`config.mk`:
```
export PLATFORM = sky130hd
export DESIGN_NAME = morse_round_ctrl
export DESIGN_NICKNAME = d
export VERILOG_FILES = /design/src/rtl/morse_pkg.sv /design/src/rtl/morse_key_event.sv /design/src/rtl/morse_round_ctrl.sv
export SDC_FILE = /design/constraint.sdc
export NUM_CORES = 1
export LEC_CHECK = 0
export BUFFER_PORTS_ARGS = -buffer_cell sky130_fd_sc_hd__buf_2
export CORE_MARGIN = 2
export CORE_UTILIZATION = 50
export DETAILED_ROUTE_END_ITERATION = 16
export PLACE_DENSITY = 0.81
export RECOVER_POWER = 100
export SLEW_MARGIN = 0
export SYNTH_ARGS = -nofsm -noshare
export SYNTH_HDL_FRONTEND = slang
export SYNTH_HIERARCHICAL = 1
export SYNTH_SLANG_ARGS = --single-unit
```
`constraint.sdc`:
```
create_clock -name clock -period 3.65 [get_ports clock]
set_input_delay 0 -clock clock [delete_from_list [all_inputs] [get_ports clock]]
set_output_delay 0 -clock clock [all_outputs]
set_load 0.05 [all_outputs]
```
`src/rtl/morse_pkg.sv`:
```
// Shared encodings for the morse spy game: FSM states, symbol codes and
// the default dot/dash threshold.
package morse_pkg;

    typedef enum logic [1:0] {
        ST_IDLE   = 2'd0,
        ST_REC    = 2'd1,
        ST_CHECK  = 2'd2,
        ST_RESULT = 2'd3
    } state_t;

    typedef enum logic [1:0] {
        SYM_NONE = 2'b00,
        SYM_DOT  = 2'b01,
        SYM_DASH = 2'b10,
        SYM_SEP  = 2'b11
    } sym_t;

    localparam int DASH_TICKS_DEF = 3;

endpackage

```
`src/rtl/morse_key_event.sv`:
```
// Brings one active-low push key into the clock domain and turns its
// synchronised edges into single-cycle press/release pulses.
module morse_key_event (
    input  logic clock,
    input  logic resetn,
    input  logic key_n,
    output logic press_p,
    output logic release_p
);

    logic sync1;
    logic sync2;
    logic prev;

    always_ff @(posedge clock or negedge resetn) begin
        if (!resetn) begin
            sync1 <= 1'b0;
            sync2 <= 1'b0;
            prev  <= 1'b0;
        end else begin
            sync1 <= key_n;
            sync2 <= sync1;
            prev  <= sync2;
        end
    end

    // The key is active-low, so a press is a falling synchronised edge.
    assign press_p   = prev & ~sync2;
    assign release_p = ~prev & sync2;

endmodule

```
`src/rtl/morse_round_ctrl.sv`:
```
// Multi-round record/check sequencer: records player 1's morse symbols,
// checks player 2's symbols against them and keeps the score.
module morse_round_ctrl
    import morse_pkg::*;
#(
    parameter int DEPTH      = 16,
    parameter int ADDR_W     = 4,
    parameter int DASH_TICKS = DASH_TICKS_DEF,
    parameter int ROUNDS     = 4,
    parameter int SCORE_W    = 4
) (
    input  logic               clock,
    input  logic               resetn,
    input  logic               tick,
    input  logic               user_n,
    input  logic               next_n,
    input  logic               done_n,
    output logic [1:0]         state,
    output logic [ADDR_W:0]    rec_len,
    output logic [ADDR_W-1:0]  ptr,
    output logic [1:0]         exp_sym,
    output logic [1:0]         last_sym,
    output logic               match_p,
    output logic               miss_p,
    output logic               overflow,
    output logic [SCORE_W-1:0] score,
    output logic [SCORE_W-1:0] round,
    output logic               game_over
);

    localparam int                 HELD_W   = $clog2(DASH_TICKS + 1);
    localparam logic [HELD_W-1:0]  HELD_MAX = HELD_W'(DASH_TICKS);
    localparam logic [ADDR_W:0]    LEN_MAX  = (ADDR_W + 1)'(DEPTH);
    localparam logic [SCORE_W-1:0] ROUND_END = SCORE_W'(ROUNDS);

    logic user_press;
    logic user_release;
    logic next_press;
    logic next_release_unused;
    logic done_press;
    logic done_release_unused;

    morse_key_event u_user_key (
        .clock     (clock),
        .resetn    (resetn),
        .key_n     (user_n),
        .press_p   (user_press),
        .release_p (user_release)
    );

    morse_key_event u_next_key (
        .clock     (clock),
        .resetn    (resetn),
        .key_n     (next_n),
        .press_p   (next_press),
        .release_p (next_release_unused)
    );

    morse_key_event u_done_key (
        .clock     (clock),
        .resetn    (resetn),
        .key_n     (done_n),
        .press_p   (done_press),
        .release_p (done_release_unused)
    );

    state_t             state_q;
    state_t             state_d;
    logic               armed;
    logic [HELD_W-1:0]  held;
    sym_t               sym_buf [DEPTH];
    sym_t               sym;
    logic               sym_valid;
    sym_t               buf_sym;
    logic               ptr_last;
    logic [SCORE_W-1:0] round_next;

    logic rec_clear;
    logic rec_write;
    logic ovf_set;
    logic ptr_clear;
    logic ptr_inc;
    logic score_inc;
    logic round_inc;
    logic go_set;

    // SEP takes priority over a simultaneous user release; that release is lost.
    assign sym_valid = next_press | (user_release & armed);
    assign sym       = next_press          ? SYM_SEP  :
                       (held >= HELD_MAX)  ? SYM_DASH : SYM_DOT;

    assign buf_sym    = sym_buf[ptr];
    assign ptr_last   = (({1'b0, ptr} + (ADDR_W + 1)'(1)) == rec_len);
    assign round_next = round + SCORE_W'(1);

    always_ff @(posedge clock or negedge resetn) begin
        if (!resetn) begin
            state_q <= ST_IDLE;
        end else begin
            state_q <= state_d;
        end
    end

    always_comb begin
        state_d   = state_q;
        rec_clear = 1'b0;
        rec_write = 1'b0;
        ovf_set   = 1'b0;
        ptr_clear = 1'b0;
        ptr_inc   = 1'b0;
        score_inc = 1'b0;
        round_inc = 1'b0;
        go_set    = 1'b0;
        match_p   = 1'b0;
        miss_p    = 1'b0;
        case (state_q)
            ST_IDLE: begin
                if (done_press) begin
                    state_d   = ST_REC;
                    rec_clear = 1'b1;
                end
            end
            ST_REC: begin
                if (done_press) begin
                    if (rec_len != '0) begin
                        state_d   = ST_CHECK;
                        ptr_clear = 1'b1;
                    end
                end else if (sym_valid) begin
                    if (rec_len < LEN_MAX) begin
                        rec_write = 1'b1;
                    end else begin
                        ovf_set = 1'b1;
                    end
                end
            end
            ST_CHECK: begin
                if (done_press) begin
                    state_d = ST_RESULT;
                end else if (sym_valid) begin
                    if (sym == buf_sym) begin
                        match_p = 1'b1;
                        // The final match ends the round and leaves ptr in range.
                        if (ptr_last) begin
                            score_inc = 1'b1;
                            state_d   = ST_RESULT;
                        end else begin
                            ptr_inc = 1'b1;
                        end
                    end else begin
                        miss_p = 1'b1;
                    end
                end
            end
            ST_RESULT: begin
                if (done_press && !game_over) begin
                    round_inc = 1'b1;
                    if (round_next == ROUND_END) begin
                        go_set = 1'b1;
                    end else begin
                        state_d = ST_IDLE;
                    end
                end
            end
            default: state_d = ST_IDLE;
        endcase
    end

    // Any state change disarms the key so a press spanning it yields nothing.
    always_ff @(posedge clock or negedge resetn) begin
        if (!resetn) begin
            armed <= 1'b0;
            held  <= '0;
        end else if (state_d != state_q) begin
            armed <= 1'b0;
        end else if (user_press) begin
            armed <= 1'b1;
            held  <= '0;
        end else if (user_release) begin
            armed <= 1'b0;
        end else if (armed && tick && (held < HELD_MAX)) begin
            held <= held + HELD_W'(1);
        end
    end

    always_ff @(posedge clock or negedge resetn) begin
        if (!resetn) begin
            rec_len   <= '0;
            ptr       <= '0;
            last_sym  <= '0;
            overflow  <= 1'b0;
            score     <= '0;
            round     <= '0;
            game_over <= 1'b0;
        end else begin
            if (rec_clear) begin
                rec_len  <= '0;
                ptr      <= '0;
                overflow <= 1'b0;
            end
            if (rec_write) begin
                rec_len <= rec_len + (ADDR_W + 1)'(1);
            end
            if (ovf_set) begin
                overflow <= 1'b1;
            end
            if (ptr_clear) begin
                ptr <= '0;
            end else if (ptr_inc) begin
                ptr <= ptr + ADDR_W'(1);
            end
            if (score_inc && (score != '1)) begin
                score <= score + SCORE_W'(1);
            end
            if (round_inc) begin
                round <= round_next;
            end
            if (go_set) begin
                game_over <= 1'b1;
            end
            if (sym_valid && !done_press && !game_over) begin
                last_sym <= sym;
            end
        end
    end

    always_ff @(posedge clock) begin
        if (rec_write) begin
            sym_buf[rec_len[ADDR_W-1:0]] <= sym;
        end
    end

    assign state   = state_q;
    assign exp_sym = (state_q == ST_CHECK) ? buf_sym : SYM_NONE;

endmodule

```
; ---- Yosys cells after proc, flatten, opt, wreduce, memory -nomap -nowiden
; Memory sizes are Yosys's and may differ from the RTL's.
; Index checks and enable logic that the tools add are counted.
[op_classes]
order_cmp = 3
reduce_logical = 16
addsub = 6
eq_ne = 9
mux = 64
n_bitwise = 11
[op_table]
columns = operator, count
row1 = two-way mux 1 bit, 43
row2 = two-way mux 2 bit, 15
row3 = adder 4 x 1 -> 4 bit (second input constant), 3
row4 = two-way mux 4 bit, 3
row5 = two-way mux 5 bit, 2
row6 = case mux 2 bit (4 select lines), 1
row7 = logical AND 1 bit, 6
row8 = nonzero test 2 bit, 3
row9 = nonzero test 3 bit, 2
row10 = adder 4 x 1 -> 5 bit (second input constant), 1
row11 = adder 5 x 1 -> 5 bit (second input constant), 1
row12 = AND 1 bit, 5
row13 = == test 5 bit, 1
row14 = < comparator 5 bit (second input constant), 1
row15 = inverter 1 bit, 5
row16 = nonzero test 5 bit, 1
row17 = == test 2 bit (second input constant), 2
row18 = == test 4 x 3 -> 1 bit (second input constant), 1
row19 = inequality test 4 bit (second input constant), 1
row20 = AND reduction 3 bit, 1
row21 = adder 2 x 1 -> 2 bit (second input constant), 1
row22 = == test 2 x 1 -> 1 bit (second input constant), 1
row23 = == test 2 bit, 1
row24 = >= comparator 2 bit (second input constant), 1
row25 = other kinds (6), 7
[totals]
n_memories = 1
ramBits = 32
wordCells = 129
input_bits = 6
register_bits = 35
output_inout_bits = 27
[memory_table]
columns = name, depth, word_bits, rd, rd_ports_with_merged_regs, write_ports, line_no
row1 = sym_buf, 16, 2, 1, 0, 1, morse_round_ctrl.sv:71  ; sym_t sym_buf [DEPTH];

; ---- Logic depth before layout (Yosys ltp)
[logic_depth]
word_depth = 11
ltp_mapped = 8
depth_no_buf = 8

; ---- By module
; The synthesis kept the hierarchy.
[by_module_without_submodules]
columns = module, cells_each, n_inst, area_each_um2
row1 = morse_round_ctrl, 249, 1, 3081.7
row2 = morse_key_event, 5, 3, 90.1

; ---- Least setup slack after synthesis
; No wires, ideal clock.
[synth_path]
path_kind = register to register
start = register ptr[0]
end = register ptr[1]
slack_ps = -9
path_stages_with_launch = 9
t_arrival_ps = 3593
setup_time_ps = 66
period_less_slack_ps = 3659
t_required_ps = 3584
path_cell_list = dfrtp_1 > buf_6 > mux4_2 > mux2_4 > nand2b_4 > mux4_2 > mux2_4 > nor2_1 > a31o_2
[synth_between]
elab_chain_cells = 9
[synth_lines]
columns = element, line_no
row1 = start: declaration, morse_round_ctrl.sv:20  ; output logic [ADDR_W-1:0] ptr,
row2 = start signal: assignment, morse_round_ctrl.sv:210  ; ptr <= ptr + ADDR_W'(1);
row3 = adder 4 x 1 -> 5 bit, morse_round_ctrl.sv:93  ; assign ptr_last = (({1'b0, ptr} + (ADDR_W + 1)'(1)) == rec_len);
row4 = == test 5 bit, morse_round_ctrl.sv:93
row5 = two-way mux 1 bit, morse_round_ctrl.sv:144  ; if (ptr_last) begin
row6 = two-way mux 1 bit, morse_round_ctrl.sv:141  ; if (sym == buf_sym) begin
row7 = two-way mux 1 bit, morse_round_ctrl.sv:140  ; end else if (sym_valid) begin
row8 = two-way mux 1 bit, morse_round_ctrl.sv:138  ; if (done_press) begin
row9 = two-way mux 1 bit, morse_round_ctrl.sv:116  ; case (state_q)
row10 = two-way mux 4 bit, morse_round_ctrl.sv:209  ; end else if (ptr_inc) begin
row11 = two-way mux 4 bit, morse_round_ctrl.sv:207  ; if (ptr_clear) begin
; Several ways; a longest one is shown, not always the timed one.
; A chain may end at the register's enable or synchronous reset.

; ---- Worst setup path after layout
[layout_path]
start = register ptr[0]
end = output port match_p
[layout_between]
elab_chain_cells = 6
[layout_lines]
columns = element, line_no
row1 = memory read (16 x 2 bit), --
row2 = == test 2 bit, morse_round_ctrl.sv:141
row3 = two-way mux 1 bit, morse_round_ctrl.sv:141
row4 = two-way mux 1 bit, morse_round_ctrl.sv:140
row5 = two-way mux 1 bit, morse_round_ctrl.sv:138
row6 = two-way mux 1 bit, morse_round_ctrl.sv:116
row7 = end: declaration, morse_round_ctrl.sv:23  ; output logic match_p,
; Every way passes these cells.

==> results.txt <==
----------------------------------------------------
[Status]
  Status ... finished with violations
  Violations in the final reports ... capacitance limit, slew limit

[Finish]
  Layout filler cell count ... 509
  Share of final-layout standard cells stronger than drive strength 1 ... 14.2%
  P&R area growth vs syn ... 13.4%
  Number of inserted diodes ... 0
  Final layout net count ... 320
  Post-layout instance count excluding filler cells ... 387

[Setup path]
  Worst setup path startpoint ... ptr[0]$_DFFE_PN0P_
  Cell breakdown of the critical path ... buf_4, mux4_1, mux2_1, nand2b_1, mux4_2, mux2_4, nor2_2, buf_2
  Family with the most delay on the worst path ... multiplexers
  Setup Crit Path Kind ... reg -> out
  Worst path slowest cell ... sky130_fd_sc_hd__mux4_1
  Data arrival time of the worst path ... 3.37 ns
  Launching element type of the critical path ... register
  Nature of the critical path endpoint ... primary output
  Max stage delay on crit path ... 0.59 ns
  WP buf/inv ... 2
  Max Fanout on Critical Path ... 15
  Start of the worst register-to-register path ... ptr[0]$_DFFE_PN0P_
  Endpoint required time on the critical path ... 3.65 ns

[Clocking]
  Register clock-pin slew on the reported worst setup and hold paths ... 0.08 ns
  Number of setup buffers added after CTS ... 0
  Hold buffers post-CTS ... 4
  Number of levels the H-tree was split into ... 3
  Post-CTS sizing ... 0
  Clock latency on the worst-skew pair ... 0.34 ns
  Num CTS Buffers ... 9
  CTS tree ... yes
  Maximum number of buffers from clock root to sink ... 2
  Root Buffer Master ... sky130_fd_sc_hd__clkbuf_8
  Number of sinks on the clock net ... 67

[Timing]
  Final cycle utilization of the critical path ... 92.3%
  Slew of the pin with the lowest slew margin ... 1.83 ns
  Top achievable clock speed ... 297 MHz
  Final worst setup slack ... 0.280 ns
  Unrepaired setup endpoints after global routing ... false
  Min Tclk post-route ... 3.37 ns
  Worst rel slew slack ... -21.9%
  Sum of negative setup slack ... 0 ns
  Final hold violation count ... 0
  Clock skew ... 0.00847 ns
  Number of endpoints failing setup at the final stage ... 0
  Number of slew-limit violations in the final report ... 36

[Place]
  Port bufs ... 32
  Sum of net half-perimeters after detailed placement ... 4.76 mm
  DP Cell Count ... 367
  Pre-CTS WS ... 0.411 ns
  Last weighted congestion value of the routability-driven placer ... 0.860

[Min path]
  Hold crit path type ... in -> reg
  Launch point of the worst hold path ... tick

[Synthesis]
  Synthesized cell area ... 0.00333 mm^2
  Average cell area after synthesis ... 12.7 um^2
  Mapped Nets ... 277
  Ys Warns ... 6
  Number of cells produced by synthesis ... 262

[Global route]
  Wire length of the first global-routing pass ... 11.4 mm
  Initial antenna violation count ... 0
  Maximum number of pins on one net before global-route repair ... 36
  Sum of overflow across all layers after global routing ... 0
  Total global-route track usage ... 20.6%
  Vias in the first global route ... 2225

[Power]
  Lkg Pwr ... 0.00148 uW
  PwrDens ... 698 mW/mm^2
  Maximum ir drop on the vdd rail ... 0.534 mV

[Detailed routing]
  DR vias ... 2263
  Number of remaining DRC errors ... 0
  Wire length reported by the detailed router ... 6.85 mm
  Routed WL per cell ... 17.7 um
  Number of detailed-routing iterations run before antenna repair ... 5
  Vias/cell ... 5.85
  Residual antenna-violating net count after detailed routing ... 0
  Iteration-0 DRC count of the detailed router ... 156

[Floorplan]
  Initial Utilization ... 52.2%
  Horiz. Die Dim ... 85.7 um
  Site Rows ... 29
  Io pins ... 33
  Total core area ... 0.00639 mm^2
  Die area ... 0.00734 mm^2
  Y dimension of the die ... 85.7 um

[Run]
  Max-cap violation count ... 1

----------------------------------------------------
## metal layers
metal  share of wire [%]  vias up  wire length [um]  GRT usage (%)
met4                 1.1        0                76           6.49
met5                   0        -                 0              0
met2                  50       73              3450           33.8
li1                    -     1067                 -              -
met1                  42     1114              2900           27.3
met3                 6.2        9               424           4.72
## power by group
part	internal, uW	switching [uW]	leakage (uW)
logic	316	654	0.000652
registers	918	133	0.000726
clock network	313	305	0.000102
total	1550	1090	0.00148
## metrics by stage
step	hold WS, ns	area, um^2	total power, uW	util (%)
2_1_floorplan	-0.296	3340	1800	-
3_3_place_gp	0.109	3590	2030	56.2
3_5_place_dp	0.109	3590	2050	56.2
4_1_cts	0.0614	3830	2670	60.0
5_1_grt	0.107	3780	2790	59.2
6_report	0.0754	3780	2640	59.2
## sequential cells by signal, indices dropped and copies added, names as in the netlist, 2 cells and up
name	cells
rec_len	5
sym_buf	32
last_sym	2
state	2
score	4
held	2
round	4
ptr	4
## worst paths after layout
kind | cells after the start | to | slack [ns]
worst max-delay path | 8 | match_p | 0.28
worst min-delay path | 4 | held[0]$_DFFE_PN0P_ | 0.08
worst max register to register | 8 | score[1]$_DFFE_PN0P_ | 0.29
worst min register to register | 0 | u_next_key/sync2$_DFF_PN0_ | 0.35
max in group asynchronous | 2 | ptr[0]$_DFFE_PN0P_ | 1.89
min in group asynchronous | 2 | u_next_key/sync1$_DFF_PN0_ | 0.71
## tightest hold or removal path: stages
cell and delay (ns):
sky130_fd_sc_hd__buf_2 0.09, sky130_fd_sc_hd__nor2b_1 0.15, sky130_fd_sc_hd__nand4_1 0.08, sky130_fd_sc_hd__o31ai_1 0.06
## final cells by class
type | instances | area (um^2) | area share (%)
Sequential cell | 67 | 1840 | 48.6
Multi-Input combinational cell | 179 | 1420 | 37.6
Timing Repair Buffer | 40 | 193 | 5.10
Clock buffer | 11 | 163 | 4.30
Tap cell | 77 | 96.3 | 2.55
Clock inverter | 5 | 40.0 | 1.06
Inverter | 8 | 30.0 | 0.794
## cell usage in the layout (no fill, tap or decap), drive strengths merged, types with 2 or more instances in the layout
cell type and count:
o21ai 3, nor2b 9, clkbuf 38, xnor2 2
and3 3, mux4 10, a21oi 5, dfrtp 35
xor2 5, nand3 6, inv 10, nand2b 13
and2b 2, mux2 10, nor3 12, nor2 25
a21o 2, nand4 3, buf 9, or4b 2
nand3b 2, nor4 2, o22ai 2, edfxtp 32
and2 2, ha 9, clkinv 2, a31oi 2
or3 2, o31ai 2, a211oi 3, mux2i 6
dlygate4sd3 4, nand2 17, o41ai 2
No activity file was read; power rests on OpenSTA's default activity.
